### src/rtl/mram_port_arb_pkg.sv
// Shared constants and types for the position-RAM port arbiter.
// MRAM_RD_LATENCY is the single source of truth for RAM read latency.
`ifndef MAX_POSITIONS
`define MAX_POSITIONS 1024
`endif

package mram_port_arb_pkg;
  localparam int MRAM_RD_LATENCY = 2;
  localparam int MRAM_ADDR_W     = $clog2(`MAX_POSITIONS);

  typedef enum logic {
    ACC_RD = 1'b0,
    ACC_WR = 1'b1
  } acc_e;

  // Requester ID width; a single requester still needs one bit.
  function automatic int id_width(input int n);
    return (n > 1) ? $clog2(n) : 1;
  endfunction
endpackage

### src/rtl/mram_port_arb_rr_arbiter.sv
// Combinational round-robin arbiter: the search starts one past ptr and
// wraps, so the requester at ptr has the lowest priority.
module rr_arbiter #(
  parameter int N  = 4,
  parameter int IW = 2
) (
  input  logic [N-1:0]  req,
  input  logic [IW-1:0] ptr,
  output logic [N-1:0]  gnt,
  output logic [IW-1:0] gnt_idx,
  output logic          gnt_any
);
  always_comb begin
    int unsigned k;
    gnt     = '0;
    gnt_idx = '0;
    gnt_any = 1'b0;
    k       = 0;
    for (int i = 1; i <= N; i++) begin
      k = (int'(ptr) + i) % N;
      if (!gnt_any && req[IW'(k)]) begin
        gnt_any         = 1'b1;
        gnt[IW'(k)]     = 1'b1;
        gnt_idx         = IW'(k);
      end
    end
  end
endmodule

### src/rtl/mram_port_arb.sv
// Round-robin sharing of one position-RAM port with tagged read returns.
// Define MRAM_ARB_STATS_EN to add per-requester grant counters.
module mram_port_arb
  import mram_port_arb_pkg::*;
#(
  parameter int NUM_REQ            = 4,
  parameter int RAM_WIDTH          = 64,
  parameter int MAX_POSITIONS_LOG2 = MRAM_ADDR_W,
  parameter int RD_LATENCY         = MRAM_RD_LATENCY,
  parameter int ID_W               = id_width(NUM_REQ)
) (
  input  logic                                  clk,
  input  logic                                  reset,
  input  logic [NUM_REQ-1:0]                    req_valid,
  input  logic [NUM_REQ-1:0]                    req_wr,
  input  logic [NUM_REQ*MAX_POSITIONS_LOG2-1:0] req_addr,
  input  logic [NUM_REQ*RAM_WIDTH-1:0]          req_wr_data,
  output logic [NUM_REQ-1:0]                    req_grant,
  output logic                                  ram_wr_en,
  output logic [MAX_POSITIONS_LOG2-1:0]         ram_addr,
  output logic [RAM_WIDTH-1:0]                  ram_wr_data,
  input  logic [RAM_WIDTH-1:0]                  ram_rd_data,
  output logic                                  rsp_valid,
  output logic [ID_W-1:0]                       rsp_id,
  output logic [RAM_WIDTH-1:0]                  rsp_data,
`ifdef MRAM_ARB_STATS_EN
  input  logic                                  stats_clear,
  output logic [NUM_REQ*32-1:0]                 grant_count,
`endif
  output logic                                  busy
);
  localparam int DEPTH = 1 + RD_LATENCY;
  localparam int AW    = MAX_POSITIONS_LOG2;

  logic [NUM_REQ-1:0]             gnt;
  logic [ID_W-1:0]                gnt_idx;
  logic                           gnt_any, take;
  acc_e                           gnt_kind;
  logic [ID_W-1:0]                ptr_q, ptr_d;
  logic                           wr_en_q, wr_en_d;
  logic [AW-1:0]                  addr_q, addr_d;
  logic [RAM_WIDTH-1:0]           wdata_q, wdata_d;
  logic [DEPTH-1:0]               vld_pipe_q, vld_pipe_d;
  logic [DEPTH-1:0][ID_W-1:0]     id_pipe_q, id_pipe_d;

  rr_arbiter #(.N(NUM_REQ), .IW(ID_W)) u_rr (
    .req     (req_valid),
    .ptr     (ptr_q),
    .gnt     (gnt),
    .gnt_idx (gnt_idx),
    .gnt_any (gnt_any)
  );

  assign take      = gnt_any & ~reset;
  assign req_grant = reset ? '0 : gnt;
  assign gnt_kind  = acc_e'(req_wr[gnt_idx]);

  always_comb begin
    ptr_d         = take ? gnt_idx : ptr_q;
    wr_en_d       = take && (gnt_kind == ACC_WR);
    addr_d        = take ? req_addr[gnt_idx*AW +: AW] : addr_q;
    wdata_d       = take ? req_wr_data[gnt_idx*RAM_WIDTH +: RAM_WIDTH] : wdata_q;
    // Only reads travel down the delay line; writes produce no response.
    vld_pipe_d    = {vld_pipe_q[DEPTH-2:0], take && (gnt_kind == ACC_RD)};
    id_pipe_d     = id_pipe_q;
    id_pipe_d[0]  = gnt_idx;
    for (int s = 1; s < DEPTH; s++) id_pipe_d[s] = id_pipe_q[s-1];
  end

  always_ff @(posedge clk) begin
    if (reset) begin
      ptr_q      <= ID_W'(NUM_REQ - 1);
      wr_en_q    <= 1'b0;
      addr_q     <= '0;
      wdata_q    <= '0;
      vld_pipe_q <= '0;
      id_pipe_q  <= '0;
    end else begin
      ptr_q      <= ptr_d;
      wr_en_q    <= wr_en_d;
      addr_q     <= addr_d;
      wdata_q    <= wdata_d;
      vld_pipe_q <= vld_pipe_d;
      id_pipe_q  <= id_pipe_d;
    end
  end

  assign ram_wr_en   = wr_en_q;
  assign ram_addr    = addr_q;
  assign ram_wr_data = wdata_q;
  // Gated so that reads issued before a reset never surface.
  assign rsp_valid   = vld_pipe_q[DEPTH-1] & ~reset;
  assign rsp_id      = id_pipe_q[DEPTH-1];
  assign rsp_data    = ram_rd_data;
  assign busy        = (|req_valid) | (|vld_pipe_q);

`ifdef MRAM_ARB_STATS_EN
  logic [NUM_REQ-1:0][31:0] cnt_q, cnt_d;

  always_comb begin
    for (int i = 0; i < NUM_REQ; i++) begin
      cnt_d[i] = cnt_q[i];
      if (stats_clear)                               cnt_d[i] = '0;
      else if (req_grant[i] && (cnt_q[i] != '1))     cnt_d[i] = cnt_q[i] + 32'd1;
    end
  end

  always_ff @(posedge clk) begin
    if (reset) cnt_q <= '0;
    else       cnt_q <= cnt_d;
  end

  assign grant_count = cnt_q;
`endif
endmodule
### config.mk
export PLATFORM = sky130hd
export DESIGN_NAME = mram_port_arb
export DESIGN_NICKNAME = d
export VERILOG_FILES = /design/src/rtl/mram_port_arb_pkg.sv /design/src/rtl/mram_port_arb_rr_arbiter.sv /design/src/rtl/mram_port_arb.sv
export SDC_FILE = /design/constraint.sdc
export NUM_CORES = 1
export LEC_CHECK = 0
export CAP_MARGIN = 20
export CORE_AREA = 2 2 204 206
export CTS_CLUSTER_SIZE = 8
export DETAILED_ROUTE_END_ITERATION = 8
export DIE_AREA = 0 0 206 208
export GPL_TIMING_DRIVEN = 1
export PLACE_DENSITY = 0.42
export SETUP_SLACK_MARGIN = 0.02
export SYNTH_ARGS = -nofsm -noshare
export SYNTH_HDL_FRONTEND = slang
export SYNTH_SLANG_ARGS = --single-unit
### constraint.sdc
create_clock -name clk -period 4.2 [get_ports clk]
set_input_delay 0.63 -clock clk [delete_from_list [all_inputs] [get_ports clk]]
set_output_delay 0.63 -clock clk [all_outputs]
set_load 0.01 [all_outputs]
==> out/results.tsv <==
metric	value	unit
initial drt markers	141	
final worst-path cycle share	88.0	%
leading area contributor after synthesis	dfxtp_1	
initial antenna violation count	1	
CP required	3.57	ns
I/O Pins	517	
Nets	1257	
CTS clk-pin slew, worst paths	0.07	ns
main area contributors after synthesis	dfxtp_1, mux2i_1, o221ai_1	
top_reg_cell synth	dfxtp_1	
Slew @ Worst Pin	0.792	ns
critical-path cell list	clkdlybuf4s50_1 -> or3b_1 -> a2111o_1 -> nand2_1 -> a221oi_1 -> nor2_1 -> clkdlybuf4s50_1	
Worst slew margin	47.2	%
Synth Cell Area	5960	µm²
top-area cell type share of the netlist area	28.9	%
vias	5794	
setup_tns	0	ns
sw frac	38.3	%
clock sink count	86	
CTS tree	done	
first-pass GRT wire length	37000	µm
Finished Cell Area	10200	µm²
port bufs	388	
CP endpoint kind	primary output	
Pwr Density	618	nW/µm²
Hold Path Class	flip-flop to flip-flop	
Final Critical Period	3.70	ns
status	complete, no violations	
fin util	25.1	%
EDFF count, synth	0	
hold path depth	1	
worst vdd ir	0.316	mV
Routability Congestion	0.769	
WL per Instance	17.9	µm
final hold vios	0	
vias in the first global route	6077	
share of cells above drive strength 1	4.86	%
largest fanout on the critical path	11	
drt drc	0	
Overflow after GRT	0	
# setup viols final	0	
Gate power share	62.0	%
cell mode on critical path	clkdlybuf4s50_1	
placed inst area	9800	µm²
postcts setup bufs	0	
CP delay by family, top	buffers and inverters	
CP Class	primary input to primary output	
DR pass1 iterations	4	
async set or reset register ratio after synthesis	0	%
Max Clock Freq	271	MHz
Initial Utilization	14.7	%
fin. max-slew vios	0	
Die W	206	µm
Leak	0.00398	µW
largest net degree at the start of global routing	75	
Net Count, Synth	959	
H-Tree Depth	3	
Die Height	208	µm
Root Driver	clkbuf_16	
Sequential Power Share	20.7	%
Antenna diodes	0	
RSZ-0062 raised after global routing	no	
worst stage delay on the critical path	0.66	ns
FF-to-FF path depth	10	
GR Util All Layers	11.5	%
cells after synthesis	581	
Max-Cap Viols	0	
Die ar.	42800	µm²
clk buf depth	2	
Vias/cell	4.09	
Post-DRT Antenna Nets	0	
worst path bufs/invs	2	
power share of the clock group	17.3	%
switching power of the nets	2410	µW
CP Depth	7	
fillers	4365	
Unique masters post-synth	44	
Yosys warnings	0	
Mapped Avg Cell Area	10.3	µm²
Worst R2R Setup Slack	0.92	ns
Hold Buf Count CTS	0	
worst path arrival time	3.07	ns
PostCTS Resize Cnt	0	
register bit count reported by yosys	86	
DP Wirelength	19300	µm
row count	74	
worst skew pair latency	0.37	ns
Pint	3880	µW
Critical Path Start Type	primary input	
sequential area share after synthesis	28.9	%
Core Region	40600	µm²
area grow syn2layout	71.1	%
clock buffers created by TritonCTS	9	
Worst Skew	0.0117	ns
critical path's slowest cell	clkdlybuf4s50_1	
final wirelength	25400	µm
[layout make-up]
type | instances | area, µm² | share of cell area (%)
Inverter | 5 | 18.8 | 0.184
Timing Repair Buffer | 406 | 4090 | 40.1
Tap cell | 532 | 666 | 6.53
Sequential cell | 86 | 1720 | 16.9
Multi-Input combinational cell | 371 | 3310 | 32.5
Clock buffer | 10 | 229 | 2.25
Clock inverter | 6 | 158 | 1.55
[cells by family (layout without fill, tap and decap cells)]
kind of cell    after synthesis  after routing  synth area share, %
flops                        86             86                 28.9
buf+inv                     124            427                 16.0
fa+ha+maj                     8              8                 1.68
mux                         155            155                 26.7
compound gates               94             94                 13.5
simple gates                113            113                 13.0
xor+xnor                      1              1                0.147
[through the flow]
step	hold WS [ns]	setup slack, ns	total power [µW]	instances
finish	0.437	0.503	6300	1416
CTS	0.443	0.460	6440	1416
floorplan	0.414	1.03	4080	581
global placement	0.420	0.502	5290	1400
detailed placement	0.425	0.459	5300	1400
global route	0.453	0.291	6720	1416
[registers in the layout, summed over array words and instances, names as in the netlist]
register / flops
id_pipe_d: 4
ptr_q: 2
rsp_id: 2
ram_wr_en: 1
ram_wr_data: 64
vld_pipe_q: 3
ram_addr: 10
[final timing paths]
| path | from | end |
|---|---|---|
| min | id_pipe_d[3] | id_pipe_d[5] |
| max | req_valid[2] | req_grant[3] |
| max reg2reg | ptr_q[0] | ram_wr_data[60] |
| min reg2reg | id_pipe_d[3] | id_pipe_d[5] |
[per-layer routing]
metal,vias to the layer above,part of all wire (%),track usage [%]
met5,-,0.051,0
met4,2,1.9,3.65
met3,25,9.6,4.78
met2,275,49,19.6
met1,2736,39,12.8
li1,2756,-,-
[worst register-to-register path, cell delays in order, from the launching register on]
cell	delay (ns)
dfxtp_1	0.33
inv_1	0.15
ha_1	0.46
mux4_2	0.53
nor2b_4	0.16
or2_1	0.28
mux2i_4	0.27
buf_12	0.27
buf_4	0.32
mux2i_1	0.24
o221ai_1	0.15
[synth_stat cells, types with 2 or more instances]
| cell type | number |
|---|---|
| mux2i_1 | 150 |
| dfxtp_1 | 86 |
| nand3b_1 | 75 |
| o221ai_1 | 74 |
| buf_4 | 65 |
| clkbuf_1 | 26 |
| nor2_1 | 14 |
| buf_12 | 11 |
| buf_2 | 9 |
| ha_1 | 8 |
| nor2b_1 | 7 |
| a221oi_1 | 5 |
| a22oi_1 | 5 |
| inv_1 | 5 |
| buf_6 | 4 |
| nand2_1 | 4 |
| clkbuf_4 | 3 |
| mux4_2 | 3 |
| nor3_1 | 2 |
[placed cells by master, fill, tap and decap left out, drive strengths merged]
cell	Yosys	final
buf	90	19
clkbuf	29	10
clkinvlp	0	1
or3	1	1
xnor2	1	1
a22o	1	1
nor3b	1	1
or3b	1	1
and3b	1	1
or2	1	1
inv	5	5
o221ai	74	74
o21ai	1	1
nor2	14	14
nor2b	8	8
a22oi	5	5
o21a	1	1
bufinv	0	5
a32oi	1	1
and2	1	1
clkdlybuf4s50	0	387
nor3	2	2
mux2i	150	150
nand3b	75	75
a21oi	1	1
ha	8	8
a211oi	1	1
o31a	1	1
dfxtp	86	86
o22ai	1	1
nor4	1	1
a221oi	5	5
o211ai	1	1
mux4	3	3
nor4b	1	1
mux2	2	2
a2111o	1	1
nand2b	2	2
nand2	4	4
[power by group through the flow]
stage / combinational, µW / sequential, µW / clock [µW]
CTS: 4000 / 1300 / 1140
floorplan: 2640 / 1440 / 0
detailed placement: 3990 / 1310 / 0
global placement: 3990 / 1310 / 0
global route: 4210 / 1340 / 1170
finish: 3900 / 1300 / 1090
(Power assumes the default switching activity.)
==> RTL change: new RTL, same settings <==
The option `MRAM_ARB_STATS_EN` is turned on by a define.
--- a/src/rtl/mram_port_arb.sv
+++ b/src/rtl/mram_port_arb.sv
@@ -1,4 +1,6 @@
 // Round-robin sharing of one position-RAM port with tagged read returns.
 // Define MRAM_ARB_STATS_EN to add per-requester grant counters.
+`define MRAM_ARB_STATS_EN
+
 module mram_port_arb
   import mram_port_arb_pkg::*;
Ports: changed (added grant_count and stats_clear); port bits go from 517 to 646. No check against the original RTL was run, so the function may have changed too.
==> RTL change against the unedited design <==
  * Synthesized area grew 110%
  * Power grew 51%
  * Routed wire length grew 150%
  * Combinational power grew 21%
  * Die area is the same
  * Critical endpoint is now req_grant[0]
  * Sequential share of layout area grew 5.9 points
  * Design area grew 84%
  * Worst setup slack lost 0.33 ns
  * Sequential cell count grew 128
==> RTL change: results (changes against the unedited design) <==
CP arrival=3.40 ns (+0.33 ns); Total GRT Usage=0.284 (+0.169); # fillers=3992 (-8.5%); maximum VDD drop=0.372 mV (+18%); Initial DRT Pass Iterations=7 (+3); CTS max path bufs=3 (+1); CTS buffer count=31 (+22); Worst-Skew Late Latency=0.58 ns (+0.21 ns); maximum clock frequency=248 MHz (-8.3%); max reg flops=128 (+100%); # nets final=2345 (+87%); routed vias=13920 (+140%); layout cell share with drive strength beyond 1=0.0514 (+0.00273); Min Hold Slack=0.431 ns (-0.00572 ns); first-pass GRT wire length=92.1 mm (+150%); post-CTS setup buffers=0 (unchanged); GP Congestion=0.979 (+27%); reg2reg setup slack=1.02 ns (+0.10 ns); synth cell count leaders=dfxtp_1, nand2_1, nand3_1; top cells by area, synth=dfxtp_1, mux2i_1, nand3_1; initial antenna violation count=14 (+13); Syn Nets=1949 (+100%); slew margin rel.=0.310 (-0.162); Yosys cell types=63 (+43%); crit-path max FO=9 (-2); vias in the first global route=13383 (+120%); status=completed; dpl ws=0.175 ns (-0.284 ns); port bufs=517 (+33%); routed wire length=63.0 mm (+150%); leakage=6.26 nW (+57%)
RTL change: final timing paths:
path,from,to,cells past startpoint
worst min-delay path,id_pipe_d[4],rsp_id[0],1
worst min register to register,id_pipe_d[4],rsp_id[0],1
worst max-delay path,ptr_q[0],req_grant[0],8
worst max register to register,ptr_q[0],grant_count[111],9
RTL change: logic make-up after synthesis:
family,Yosys count,synth area share
fa+ha+maj,12,0.0119
buf+inv,214,0.0853
simple gates,572,0.247
xor+xnor,1,0.000693
compound gates,443,0.226
mux,110,0.0902
flops,214,0.339
RTL change: area by class of cell:
class / count / area (um^2) / share of cell area
Timing Repair Buffer: 556 / 5530 / 0.294
Clock inverter: 2 / 17.5 / 0.000934
Inverter: 21 / 78.8 / 0.00420
Antenna cell: 9 / 22.5 / 0.00120
Sequential cell: 214 / 4280 / 0.228
Tap cell: 532 / 666 / 0.0355
Multi-Input combinational cell: 1138 / 7380 / 0.393
Clock buffer: 35 / 791 / 0.0421
RTL change: what timing repair did:
action,4_1_cts,5_1_grt
endpoints found under the setup margin,2,1
hold buffers,0,0
gates resized for setup,2,1
RTL change: worst max-delay path: stages, from the launching register on:
cell             delay, ns
dfxtp_1               0.32
inv_1                 0.14
ha_2                  0.42
mux4_2                0.54
buf_4                 0.19
a221oi_2              0.36
nor2_2                0.09
inv_1                 0.15
clkdlybuf4s50_1       0.63
RTL change: through the flow:
step	utilization	instances	instance area [um^2]
CTS	0.462	2498	18700
finish	0.463	2507	18800
detailed placement	0.442	2461	17900
global placement	0.442	2461	17900
global route	0.462	2504	18800
floorplan	-	1566	12600
RTL change: per-layer routing:
metal / vias up / part of all wire / global-route usage
met1: 6678 / 0.40 / 0.343
li1: 6614 / - / -
met5: - / 0.00090 / 0
met3: 65 / 0.12 / 0.142
met2: 555 / 0.46 / 0.456
met4: 8 / 0.016 / 0.0512
RTL change: power breakdown:
part	switching, mW	total, mW	internal (mW)	leakage (nW)
combinational	2.68	4.72	2.04	4.12
sequential	0.180	2.54	2.36	1.74
clock	0.954	2.25	1.30	0.395
total	3.81	9.51	5.69	6.26
